==> src/rtl/hazard_ctrl_pkg.sv <==
// Shared types and constants for the pipeline hazard controller.
package hazard_ctrl_pkg;

  localparam int unsigned REG_W_DEF = 5;
  localparam int unsigned CNT_W     = 32;

  // Memory-sequencing FSM encoding
  typedef enum logic [1:0] {
    ST_IDLE = 2'd0,
    ST_WAIT = 2'd1,
    ST_ERR  = 2'd2
  } mem_state_e;

  // Execute-stage operand select encodings
  localparam logic [1:0] FWD_RF = 2'b00;
  localparam logic [1:0] FWD_W  = 2'b01;
  localparam logic [1:0] FWD_M  = 2'b10;

  // Forwarding selects produced by the forwarding unit
  typedef struct packed {
    logic [1:0] fwd_a_e;
    logic [1:0] fwd_b_e;
    logic       fwd_a_d;
    logic       fwd_b_d;
  } fwd_sel_t;

  // Saturating increment for the event counters
  function automatic logic [CNT_W-1:0] sat_inc(input logic [CNT_W-1:0] val, input logic en);
    if (en && (val != '1)) begin
      return val + CNT_W'(1);
    end
    return val;
  endfunction

endpackage

==> src/rtl/hazard_ctrl_if.sv <==
// Pipeline <-> hazard controller signal bundle.
interface hazard_ctrl_if
  import hazard_ctrl_pkg::*;
#(
  parameter int unsigned REG_W = REG_W_DEF
) ();

  logic [REG_W-1:0] RsD;
  logic [REG_W-1:0] RtD;
  logic [REG_W-1:0] RsE;
  logic [REG_W-1:0] RtE;
  logic [REG_W-1:0] WriteRegE;
  logic [REG_W-1:0] WriteRegM;
  logic [REG_W-1:0] WriteRegW;
  logic             RegWriteE;
  logic             RegWriteM;
  logic             RegWriteW;
  logic             MemtoRegE;
  logic             MemtoRegM;
  logic             BranchD;
  logic             PCSrcD;
  logic             MemAccessM;
  logic             MemReadyM;

  logic             MemReqM;
  logic             StallF;
  logic             StallD;
  logic             StallE;
  logic             StallM;
  logic             FlushD;
  logic             FlushE;
  logic             FlushW;
  logic [1:0]       ForwardAE;
  logic [1:0]       ForwardBE;
  logic             ForwardAD;
  logic             ForwardBD;
  logic             MemErr;

  // Pipeline side
  modport master (
    output RsD, RtD, RsE, RtE, WriteRegE, WriteRegM, WriteRegW,
    output RegWriteE, RegWriteM, RegWriteW, MemtoRegE, MemtoRegM,
    output BranchD, PCSrcD, MemAccessM, MemReadyM,
    input  MemReqM, StallF, StallD, StallE, StallM, FlushD, FlushE, FlushW,
    input  ForwardAE, ForwardBE, ForwardAD, ForwardBD, MemErr
  );

  // Hazard controller side
  modport slave (
    input  RsD, RtD, RsE, RtE, WriteRegE, WriteRegM, WriteRegW,
    input  RegWriteE, RegWriteM, RegWriteW, MemtoRegE, MemtoRegM,
    input  BranchD, PCSrcD, MemAccessM, MemReadyM,
    output MemReqM, StallF, StallD, StallE, StallM, FlushD, FlushE, FlushW,
    output ForwardAE, ForwardBE, ForwardAD, ForwardBD, MemErr
  );

endinterface

==> src/rtl/hazard_fwd_unit.sv <==
// Combinational operand-forwarding selects for the E and D stages.
module hazard_fwd_unit
  import hazard_ctrl_pkg::*;
#(
  parameter int unsigned REG_W = REG_W_DEF
) (
  input  logic [REG_W-1:0] rs_d,
  input  logic [REG_W-1:0] rt_d,
  input  logic [REG_W-1:0] rs_e,
  input  logic [REG_W-1:0] rt_e,
  input  logic [REG_W-1:0] write_reg_m,
  input  logic [REG_W-1:0] write_reg_w,
  input  logic             reg_write_m,
  input  logic             reg_write_w,
  output fwd_sel_t         fwd_c
);

  // r0 is hardwired, so it never matches as a producer
  function automatic logic reg_hit(input logic [REG_W-1:0] dst, input logic [REG_W-1:0] src);
    return (src != '0) && (dst == src);
  endfunction

  // M-stage result takes priority over the older W-stage result
  always_comb begin
    fwd_c = '{fwd_a_e: FWD_RF, fwd_b_e: FWD_RF, fwd_a_d: 1'b0, fwd_b_d: 1'b0};

    if (reg_write_m && reg_hit(write_reg_m, rs_e)) begin
      fwd_c.fwd_a_e = FWD_M;
    end else if (reg_write_w && reg_hit(write_reg_w, rs_e)) begin
      fwd_c.fwd_a_e = FWD_W;
    end

    if (reg_write_m && reg_hit(write_reg_m, rt_e)) begin
      fwd_c.fwd_b_e = FWD_M;
    end else if (reg_write_w && reg_hit(write_reg_w, rt_e)) begin
      fwd_c.fwd_b_e = FWD_W;
    end

    fwd_c.fwd_a_d = reg_write_m && reg_hit(write_reg_m, rs_d);
    fwd_c.fwd_b_d = reg_write_m && reg_hit(write_reg_m, rt_d);
  end

endmodule

==> src/rtl/hazard_ctrl.sv <==
// Hazard and sequencing controller for the 5-stage pipeline: forwarding,
// load-use / branch stalls, flushes and variable-latency data-memory sequencing.
// Optional build macro HAZARD_PERF_CNT_EN adds saturating stall-event counters.
module hazard_ctrl
  import hazard_ctrl_pkg::*;
#(
  parameter int unsigned REG_W       = REG_W_DEF,
  parameter int unsigned TMO_W       = 8,
  parameter int unsigned MEM_TIMEOUT = 200
) (
  input  logic             clock,
  input  logic             reset,
`ifdef HAZARD_PERF_CNT_EN
  output logic [CNT_W-1:0] LuStallCnt,
  output logic [CNT_W-1:0] BrStallCnt,
  output logic [CNT_W-1:0] MemStallCnt,
`endif
  hazard_ctrl_if.slave     bus
);

  mem_state_e       state_q;
  mem_state_e       state_d;
  logic [TMO_W-1:0] cnt_q;
  logic [TMO_W-1:0] cnt_d;

  logic     memstall_c;
  logic     mem_req_c;
  logic     mem_err_c;
  logic     lwstall_c;
  logic     brstall_c;
  logic     pipe_hold_c;
  logic     stall_f_c;
  logic     stall_d_c;
  logic     stall_e_c;
  logic     stall_m_c;
  logic     flush_d_c;
  logic     flush_e_c;
  logic     flush_w_c;
  fwd_sel_t fwd_c;

  // r0 is hardwired, so it never creates a hazard
  function automatic logic reg_hit(input logic [REG_W-1:0] dst, input logic [REG_W-1:0] src);
    return (src != '0) && (dst == src);
  endfunction

  hazard_fwd_unit #(
    .REG_W (REG_W)
  ) u_fwd (
    .rs_d        (bus.RsD),
    .rt_d        (bus.RtD),
    .rs_e        (bus.RsE),
    .rt_e        (bus.RtE),
    .write_reg_m (bus.WriteRegM),
    .write_reg_w (bus.WriteRegW),
    .reg_write_m (bus.RegWriteM),
    .reg_write_w (bus.RegWriteW),
    .fwd_c       (fwd_c)
  );

  // Load in E feeding a D-stage source, and branch compares waiting on E/M results
  always_comb begin
    lwstall_c = bus.MemtoRegE &&
                (reg_hit(bus.WriteRegE, bus.RsD) || reg_hit(bus.WriteRegE, bus.RtD));
    brstall_c = bus.BranchD &&
                ((bus.RegWriteE &&
                  (reg_hit(bus.WriteRegE, bus.RsD) || reg_hit(bus.WriteRegE, bus.RtD))) ||
                 (bus.MemtoRegM &&
                  (reg_hit(bus.WriteRegM, bus.RsD) || reg_hit(bus.WriteRegM, bus.RtD))));
    pipe_hold_c = lwstall_c || brstall_c;
  end

  // FSM state and wait-counter register
  always_ff @(posedge clock or negedge reset) begin
    if (!reset) begin
      state_q <= ST_IDLE;
      cnt_q   <= '0;
    end else begin
      state_q <= state_d;
      cnt_q   <= cnt_d;
    end
  end

  // Next state: a miss enters WAIT, ready wins over timeout, ERR is terminal
  always_comb begin
    state_d = state_q;
    cnt_d   = cnt_q;
    case (state_q)
      ST_IDLE: begin
        if (bus.MemAccessM && !bus.MemReadyM) begin
          state_d = ST_WAIT;
          cnt_d   = TMO_W'(1);
        end
      end
      ST_WAIT: begin
        if (bus.MemReadyM) begin
          state_d = ST_IDLE;
          cnt_d   = '0;
        end else if (cnt_q == TMO_W'(MEM_TIMEOUT)) begin
          state_d = ST_ERR;
        end else begin
          cnt_d = cnt_q + TMO_W'(1);
        end
      end
      ST_ERR: begin
        state_d = ST_ERR;
      end
      default: begin
        state_d = ST_IDLE;
        cnt_d   = '0;
      end
    endcase
  end

  // FSM outputs: memory request, memory stall and sticky error
  always_comb begin
    mem_req_c  = 1'b0;
    memstall_c = 1'b0;
    mem_err_c  = 1'b0;
    case (state_q)
      ST_IDLE: begin
        mem_req_c  = bus.MemAccessM;
        memstall_c = bus.MemAccessM && !bus.MemReadyM;
      end
      ST_WAIT: begin
        mem_req_c  = 1'b1;
        memstall_c = !bus.MemReadyM;
      end
      ST_ERR: begin
        memstall_c = 1'b1;
        mem_err_c  = 1'b1;
      end
      default: begin
        mem_req_c = 1'b0;
      end
    endcase
  end

  // Memory stall freezes F..M and bubbles W without discarding anything upstream
  always_comb begin
    stall_f_c = 1'b0;
    stall_d_c = 1'b0;
    stall_e_c = 1'b0;
    stall_m_c = 1'b0;
    flush_d_c = 1'b0;
    flush_e_c = 1'b0;
    flush_w_c = 1'b0;
    if (memstall_c) begin
      stall_f_c = 1'b1;
      stall_d_c = 1'b1;
      stall_e_c = 1'b1;
      stall_m_c = 1'b1;
      flush_w_c = 1'b1;
    end else begin
      stall_f_c = pipe_hold_c;
      stall_d_c = pipe_hold_c;
      flush_e_c = pipe_hold_c;
      flush_d_c = bus.PCSrcD && !pipe_hold_c;
    end
  end

  assign bus.MemReqM   = mem_req_c;
  assign bus.MemErr    = mem_err_c;
  assign bus.StallF    = stall_f_c;
  assign bus.StallD    = stall_d_c;
  assign bus.StallE    = stall_e_c;
  assign bus.StallM    = stall_m_c;
  assign bus.FlushD    = flush_d_c;
  assign bus.FlushE    = flush_e_c;
  assign bus.FlushW    = flush_w_c;
  assign bus.ForwardAE = fwd_c.fwd_a_e;
  assign bus.ForwardBE = fwd_c.fwd_b_e;
  assign bus.ForwardAD = fwd_c.fwd_a_d;
  assign bus.ForwardBD = fwd_c.fwd_b_d;

`ifdef HAZARD_PERF_CNT_EN
  // Stall-event counters; hazard stalls count only when they actually gate the pipe
  always_ff @(posedge clock or negedge reset) begin
    if (!reset) begin
      LuStallCnt  <= '0;
      BrStallCnt  <= '0;
      MemStallCnt <= '0;
    end else begin
      LuStallCnt  <= sat_inc(LuStallCnt, lwstall_c && !memstall_c);
      BrStallCnt  <= sat_inc(BrStallCnt, brstall_c && !memstall_c);
      MemStallCnt <= sat_inc(MemStallCnt, memstall_c);
    end
  end
`endif

endmodule

==> src/flat_wrapper.sv <==
// flat-port wrapper written by rule: the top's interface ports become plain ports
module hazard_ctrl_flat import hazard_ctrl_pkg::*;
#(
  parameter int unsigned REG_W       = REG_W_DEF,
  parameter int unsigned TMO_W       = 8,
  parameter int unsigned MEM_TIMEOUT = 200
)
  (clock, reset, bus_RsD, bus_RtD, bus_RsE, bus_RtE, bus_WriteRegE, bus_WriteRegM, bus_WriteRegW, bus_RegWriteE, bus_RegWriteM, bus_RegWriteW, bus_MemtoRegE, bus_MemtoRegM, bus_BranchD, bus_PCSrcD, bus_MemAccessM, bus_MemReadyM, bus_MemReqM, bus_StallF, bus_StallD, bus_StallE, bus_StallM, bus_FlushD, bus_FlushE, bus_FlushW, bus_ForwardAE, bus_ForwardBE, bus_ForwardAD, bus_ForwardBD, bus_MemErr);
  hazard_ctrl_if #(.REG_W(REG_W)) bus_i ();
  input  logic clock;
  input  logic reset;
  input wire logic [$bits(bus_i.RsD)-1:0] bus_RsD;
  input wire logic [$bits(bus_i.RtD)-1:0] bus_RtD;
  input wire logic [$bits(bus_i.RsE)-1:0] bus_RsE;
  input wire logic [$bits(bus_i.RtE)-1:0] bus_RtE;
  input wire logic [$bits(bus_i.WriteRegE)-1:0] bus_WriteRegE;
  input wire logic [$bits(bus_i.WriteRegM)-1:0] bus_WriteRegM;
  input wire logic [$bits(bus_i.WriteRegW)-1:0] bus_WriteRegW;
  input wire logic [$bits(bus_i.RegWriteE)-1:0] bus_RegWriteE;
  input wire logic [$bits(bus_i.RegWriteM)-1:0] bus_RegWriteM;
  input wire logic [$bits(bus_i.RegWriteW)-1:0] bus_RegWriteW;
  input wire logic [$bits(bus_i.MemtoRegE)-1:0] bus_MemtoRegE;
  input wire logic [$bits(bus_i.MemtoRegM)-1:0] bus_MemtoRegM;
  input wire logic [$bits(bus_i.BranchD)-1:0] bus_BranchD;
  input wire logic [$bits(bus_i.PCSrcD)-1:0] bus_PCSrcD;
  input wire logic [$bits(bus_i.MemAccessM)-1:0] bus_MemAccessM;
  input wire logic [$bits(bus_i.MemReadyM)-1:0] bus_MemReadyM;
  output wire logic [$bits(bus_i.MemReqM)-1:0] bus_MemReqM;
  output wire logic [$bits(bus_i.StallF)-1:0] bus_StallF;
  output wire logic [$bits(bus_i.StallD)-1:0] bus_StallD;
  output wire logic [$bits(bus_i.StallE)-1:0] bus_StallE;
  output wire logic [$bits(bus_i.StallM)-1:0] bus_StallM;
  output wire logic [$bits(bus_i.FlushD)-1:0] bus_FlushD;
  output wire logic [$bits(bus_i.FlushE)-1:0] bus_FlushE;
  output wire logic [$bits(bus_i.FlushW)-1:0] bus_FlushW;
  output wire logic [$bits(bus_i.ForwardAE)-1:0] bus_ForwardAE;
  output wire logic [$bits(bus_i.ForwardBE)-1:0] bus_ForwardBE;
  output wire logic [$bits(bus_i.ForwardAD)-1:0] bus_ForwardAD;
  output wire logic [$bits(bus_i.ForwardBD)-1:0] bus_ForwardBD;
  output wire logic [$bits(bus_i.MemErr)-1:0] bus_MemErr;
  assign bus_i.RsD = bus_RsD;
  assign bus_i.RtD = bus_RtD;
  assign bus_i.RsE = bus_RsE;
  assign bus_i.RtE = bus_RtE;
  assign bus_i.WriteRegE = bus_WriteRegE;
  assign bus_i.WriteRegM = bus_WriteRegM;
  assign bus_i.WriteRegW = bus_WriteRegW;
  assign bus_i.RegWriteE = bus_RegWriteE;
  assign bus_i.RegWriteM = bus_RegWriteM;
  assign bus_i.RegWriteW = bus_RegWriteW;
  assign bus_i.MemtoRegE = bus_MemtoRegE;
  assign bus_i.MemtoRegM = bus_MemtoRegM;
  assign bus_i.BranchD = bus_BranchD;
  assign bus_i.PCSrcD = bus_PCSrcD;
  assign bus_i.MemAccessM = bus_MemAccessM;
  assign bus_i.MemReadyM = bus_MemReadyM;
  assign bus_MemReqM = bus_i.MemReqM;
  assign bus_StallF = bus_i.StallF;
  assign bus_StallD = bus_i.StallD;
  assign bus_StallE = bus_i.StallE;
  assign bus_StallM = bus_i.StallM;
  assign bus_FlushD = bus_i.FlushD;
  assign bus_FlushE = bus_i.FlushE;
  assign bus_FlushW = bus_i.FlushW;
  assign bus_ForwardAE = bus_i.ForwardAE;
  assign bus_ForwardBE = bus_i.ForwardBE;
  assign bus_ForwardAD = bus_i.ForwardAD;
  assign bus_ForwardBD = bus_i.ForwardBD;
  assign bus_MemErr = bus_i.MemErr;
  hazard_ctrl #(.REG_W(REG_W), .TMO_W(TMO_W), .MEM_TIMEOUT(MEM_TIMEOUT)) u_core (.clock(clock), .reset(reset), .bus(bus_i));
endmodule
==> config.mk <==
export PLATFORM = sky130hd
export DESIGN_NAME = hazard_ctrl_flat
export DESIGN_NICKNAME = d
export VERILOG_FILES = /design/src/rtl/hazard_ctrl_pkg.sv /design/src/rtl/hazard_ctrl_if.sv /design/src/rtl/hazard_fwd_unit.sv /design/src/rtl/hazard_ctrl.sv /design/src/flat_wrapper.sv
export SDC_FILE = /design/constraint.sdc
export NUM_CORES = 1
export LEC_CHECK = 0
export BUFFER_PORTS_ARGS = -buffer_cell sky130_fd_sc_hd__buf_2
export CAP_MARGIN = 40
export CORE_MARGIN = 2
export CORE_UTILIZATION = 48
export CTS_CLUSTER_DIAMETER = 80
export DETAILED_ROUTE_END_ITERATION = 8
export PLACE_DENSITY = 0.81
export RECOVER_POWER = 25
export SLEW_MARGIN = 15
export SYNTH_ARGS = -nofsm -noshare
export SYNTH_HDL_FRONTEND = slang
export SYNTH_HIERARCHICAL = 1
export SYNTH_SLANG_ARGS = --single-unit
==> constraint.sdc <==
create_clock -name clock -period 2.2 [get_ports clock]
set_input_delay 0.11 -clock clock [delete_from_list [all_inputs] [get_ports clock]]
set_output_delay 0.11 -clock clock [all_outputs]
set_load 0.03 [all_outputs]
* After elaboration in Yosys (flattened, before gate mapping)
Index checks and enable logic that the tools add are counted.
** Cells by class
- Mux-type cells :: 19
- Equality and inequality tests :: 14
- $add $sub $neg :: 1
- Bitwise operators :: 1
- Reduce and logical (&&, ||, !) cells :: 33
** Operators by type and width (number)
- $eq A5 B5 Y1 :: 8
- $mux W8 :: 3
- $pmux W8 S3 :: 1
- $logic_and A1 B1 Y1 :: 20
- $reduce_bool A5 Y1 :: 4
- $mux W2 :: 5
- $add A8 B1 Y8 const B :: 1
- $eq A8 B8 Y1 const B :: 1
- $mux W1 :: 7
- $pmux W2 S3 :: 1
- $logic_or A1 B1 Y1 :: 4
- $ne A3 B2 Y1 const B :: 1
- $ne A3 B3 Y1 const B :: 1
- $pmux W1 S3 :: 1
- $reduce_and A3 Y1 :: 1
- $eq A2 B1 Y1 const B :: 1
- $eq A2 B2 Y1 const B :: 1
- $logic_not A1 Y1 :: 2
- $logic_not A2 Y1 :: 1
- $ne A2 B1 Y1 const B :: 1
- $pmux W1 S2 :: 1
- $reduce_and A2 Y1 :: 1
- $not A1 Y1 :: 1
** Word-level totals
- Input bits :: 46
- Logic and storage cells :: 70
- Register bits after elaboration :: 10

* Depth between registers and ports, before layout
- Depth in word-level cells :: 10
- Depth in mapped cells :: 7

* Cells and area by module
The synthesis kept the hierarchy.
** Modules (own cells, without submodules)
- hazard_ctrl :: cells an instance 105, area an instance 898.4 sq um, sequential area each 250.2 sq um, times used 1
- hazard_fwd_unit :: cells an instance 59, area an instance 474.2 sq um, sequential area each 0.0 sq um, times used 1

* Least setup slack after synthesis
Ideal clock, no wire load.
- Kind :: register to output
- From :: register u_core.state_q[0]
- To :: output port bus_FlushE
- Path buffers :: 1
- Setup slack :: 0.408 ns
- Required time :: 2.090 ns
- Arrival time :: 1.682 ns
- Cell stages (with the launch flop) :: 6
- Path through :: dfrtp_1 -> clkbuf_1 -> o21ai_0 -> nor2b_1 -> inv_1 -> a21oi_1
** Between the ends
- Longest elaborated chain between the ends :: 3
** Ends and longest elaborated chain
- start, declared :: RTL line hazard_ctrl.sv:21 : mem_state_e state_q;
- start signal, assigned :: RTL line hazard_ctrl.sv:78 : state_q <= state_d;
- $eq A2 B2 Y1 (tied with other cells) :: RTL line hazard_ctrl.sv:119 : case (state_q)
- $pmux W1 S3 * :: RTL line hazard_ctrl.sv:119
- $mux W1 * :: RTL line hazard_ctrl.sv:147 : if (memstall_c) begin
- end, declared :: RTL line flat_wrapper.sv:34 : output wire logic [$bits(bus_i.FlushE)-1:0] bus_FlushE;
Every way passes the cells marked *; elsewhere a longest branch is shown, timed or not.

* Worst setup path in the final report
- From :: register u_core.state_q[1]
- To :: output port bus_FlushD
** Between the ends
- Longest elaborated chain between the ends :: 3
** Ends and longest elaborated chain
- $eq A2 B2 Y1 (tied with other cells) :: RTL line hazard_ctrl.sv:119
- $pmux W1 S3 * :: RTL line hazard_ctrl.sv:119
- $mux W1 * :: RTL line hazard_ctrl.sv:147
- end, declared :: RTL line flat_wrapper.sv:33 : output wire logic [$bits(bus_i.FlushD)-1:0] bus_FlushD;
Marked as above.

==> results.json <==
{
  "cpMaxStageDelayCell": "sky130_fd_sc_hd__dfrtp_1",
  "die_width_um": 57.5,
  "synth_edf_count": 0,
  "finalHoldViolations": 0,
  "drt_first_iter_violations": 65,
  "final_standard_cell_utilization_of_the_core_pct": 62.6,
  "post-cts-setup-buffers": 0,
  "post-synth-top-count-cell": "sky130_fd_sc_hd__xnor2_1",
  "track_usage_pct": 19.9,
  "netlist_cell_types": 38,
  "tns_ns": 0,
  "cp.arrival_ns": 1.74,
  "cp_slowest_stage_delay_ns": 0.47,
  "routedWlPerCell_um": 12.9,
  "power.density_mw_per_mm2": 387,
  "finalWorstPathRequiredPeriod_ns": 1.85,
  "post_synth_main_area_contributors": "sky130_fd_sc_hd__xnor2_1 (24%), sky130_fd_sc_hd__dfrtp_1 (18%), sky130_fd_sc_hd__xor2_1 (10%)",
  "final_hpwl_from_detailed_placement_um": 2670,
  "routed_via_density": 5.36,
  "yosys_top_cell_area_share_pct": 24.2,
  "max_cap_viol_count": 0,
  "areaGrowthSynthToFinish_pct": 24.6,
  "fraction_of_final_layout_cells_with_drive_strength_greater_than_1_pct": 33.5,
  "timing.critical_path.cells": "nor2_1 -> o21ai_0 -> nor2b_1 -> and4_1 -> buf_2",
  "dpl_ws_ns": 0.429,
  "cts_made_buffers": 3,
  "power_leakage_nw": 0.753,
  "place_inst": 247,
  "timing.reg2reg.worst_path_depth": 7,
  "number_of_antenna_violations_at_the_first_check_in_global_routing": 0,
  "grt_pass1_vias": 1245,
  "nNetsFinal": 270,
  "routabilityCongestion": 0.863,
  "seq_area_frac_synth_pct": 18.2,
  "fp.dieArea_sq_mm": 0.00330,
  "pins_over_slew_limit": 0,
  "yosysTopAreaCell": "sky130_fd_sc_hd__xnor2_1",
  "fin_crit_sh_pct": 84.1,
  "initial_utilization_pct": 50.2,
  "post_synth_instance_area_sq_mm": 0.00137,
  "ant_nets": 0,
  "regToRegEndpoint": "u_core/cnt_q[7]$_DFFE_PN0P_",
  "synth-async-reset-ratio_pct": 100,
  "hp-class": "in -> reg",
  "path_delay_family": "simple AND/OR/NAND/NOR gates",
  "wl_um": 3250,
  "port_buffers": 60,
  "cts_max_path_buffers": 2,
  "overall_via_count_from_detail_route": 1350,
  "tritoncts_clock_tree": "built",
  "clock_tree.htree_level_count": 1,
  "number_of_inserted_diodes": 0,
  "holdCritStartpoint": "bus_MemAccessM",
  "timing.rr.start": "u_core/cnt_q[0]$_DFFE_PN0P_",
  "worst_setup_hold_path_clk_slew_ns": 0.07,
  "wire_length_of_the_first_global_routing_pass_um": 5350,
  "min_delay_path_depth": 4,
  "transition_at_the_pin_with_the_smallest_max_transition_slack_ns": 0.567,
  "worstPathMaxFanout": 6,
  "min_delay_worst_endpoint": "u_core/cnt_q[1]$_DFFE_PN0P_",
  "critPathLaunchType": "flop",
  "timing.hold.ws_ns": 0.184,
  "first_pass_iteration_count_of_the_detailed_router": 4,
  "worst-r2r-setup-slack_ns": 0.41,
  "timing.setup.critical_path_class": "reg -> out",
  "setup_violations": 0,
  "worst_setup_path_end_kind": "output pin",
  "layout_setup_ws_ns": 0.350,
  "cts.sink_count": 10,
  "grt_remaining_overflow": 0,
  "synthTopCellsByCount": "sky130_fd_sc_hd__xnor2_1 (38), sky130_fd_sc_hd__xor2_1 (16), sky130_fd_sc_hd__nor2_1 (12)",
  "io_pins": 61,
  "unrepaired_setup_endpoints_after_global_routing": "no",
  "ys_seq_elements": 10,
  "floorplan.rows": 19,
  "main_flop_type_after_synthesis": "sky130_fd_sc_hd__dfrtp_1",
  "ctsRootBufferMaster": "sky130_fd_sc_hd__clkbuf_4",
  "maxSlewHeadroom_pct": 62.2,
  "synth.net_count": 212,
  "fmaxAchievable_ghz": 0.541,
  "stdcell_count": 252,
  "peakVddDrop_uv": 373,
  "largest_net_degree_at_the_start_of_global_routing": 12,
  "worstPathBufferInverterCount": 1,
  "drc_errors": 0,
  "outcome": "finished clean",
  "dieHeight_um": 57.5,
  "core_sq_mm": 0.00273,
  "synthesis.area_per_instance_sq_um": 8.37,
  "final.setup_skew_ns": 0.00343,
  "synthesis.instances": 164,
  "synth_warnings": 6,
  "clock_insertion_delay_worst_skew_ns": 0.27,
  "critical_path_required_ns": 2.09
}
==> worst max path at each step <==
| stage | cells past startpoint | start | to | slack (ns) |
|---|---|---|---|---|
| global placement | 7 | u_core/cnt_q[0]$_DFFE_PN0P_ | u_core/cnt_q[7]$_DFFE_PN0P_ | 0.49 |
| CTS | 5 | u_core/state_q[1]$_DFFE_PN0P_ | bus_FlushD | 0.35 |
| global route | 5 | u_core/state_q[1]$_DFFE_PN0P_ | bus_FlushD | 0.21 |
| finish | 5 | u_core/state_q[1]$_DFFE_PN0P_ | bus_FlushD | 0.35 |
| detailed placement | 7 | u_core/cnt_q[0]$_DFFE_PN0P_ | u_core/cnt_q[7]$_DFFE_PN0P_ | 0.43 |
| floorplan | 5 | u_core/state_q[0]$_DFFE_PN0P_ | bus_FlushE | 0.41 |
==> placed cells by master (no fill, tap or decap), types with 4 or more instances in the layout <==
cell / instances
sky130_fd_sc_hd__a21oi_1: 6
sky130_fd_sc_hd__buf_2: 59
sky130_fd_sc_hd__dfrtp_1: 10
sky130_fd_sc_hd__nand2_1: 11
sky130_fd_sc_hd__nand3_1: 11
sky130_fd_sc_hd__nor2_1: 12
sky130_fd_sc_hd__nor4_1: 5
sky130_fd_sc_hd__o21ai_0: 4
sky130_fd_sc_hd__xnor2_1: 38
sky130_fd_sc_hd__xor2_1: 16
==> per-stage QoR <==
step / instance area [sq um] / power, mW
2_1_floorplan: 1370 / 0.392
3_3_place_gp: 1670 / 0.490
3_5_place_dp: 1670 / 0.494
4_1_cts: 1710 / 0.667
5_1_grt: 1710 / 0.703
6_report: 1710 / 0.661
==> metal layers <==
layer	wire length, um	vias up	GRT usage, %
li1	-	687	-
met1	1430	627	25.2
met2	1630	36	36.5
met3	182	0	2.27
met4	0	0	2.99
met5	0	-	0
==> logic make-up after synthesis <==
| group | after synthesis | share of synthesized area [%] |
|---|---|---|
| and+or+nand+nor | 64 | 27.6 |
| xor gates and xnor gates | 54 | 34.5 |
| AOI/OAI and AO/OA | 22 | 12.9 |
| buffers and inverters | 11 | 4.19 |
| DFF | 10 | 18.2 |
| adders and majority gates | 2 | 1.82 |
| muxes | 1 | 0.729 |
==> final cells by class <==
cell class | instances | area, sq um
Clock buffer | 4 | 36.3
Sequential cell | 10 | 250
Tap cell | 31 | 38.8
Timing Repair Buffer | 61 | 309
Inverter | 3 | 11.3
Multi-Input combinational cell | 143 | 1060
Fill cell | 246 | 1020
==> worst register-to-register path: stages (launching register included) <==
cell                       delay (ns)
sky130_fd_sc_hd__dfrtp_1         0.40
sky130_fd_sc_hd__inv_1           0.09
sky130_fd_sc_hd__ha_1            0.14
sky130_fd_sc_hd__nand4b_1        0.16
sky130_fd_sc_hd__o41ai_4         0.51
sky130_fd_sc_hd__a21oi_1         0.17
sky130_fd_sc_hd__xnor2_1         0.16
sky130_fd_sc_hd__nor2_1          0.05
==> state kept, by name (all words and copies together) (netlist names) <==
name            cells
u_core/state_q      2
u_core/cnt_q        8
==> what timing repair did <==
action / in CTS / in global routing
resized for setup: 0 / 0
hold endpoints to repair: 10 / 0
hold buffers: 1 / 0
==> where the power goes <==
group	internal (mW)	switching, mW
Combinational	0.125	0.159
Clock	0.100	0.0675
Sequential	0.194	0.0150
Total	0.420	0.242
(Power assumes the default switching activity.)
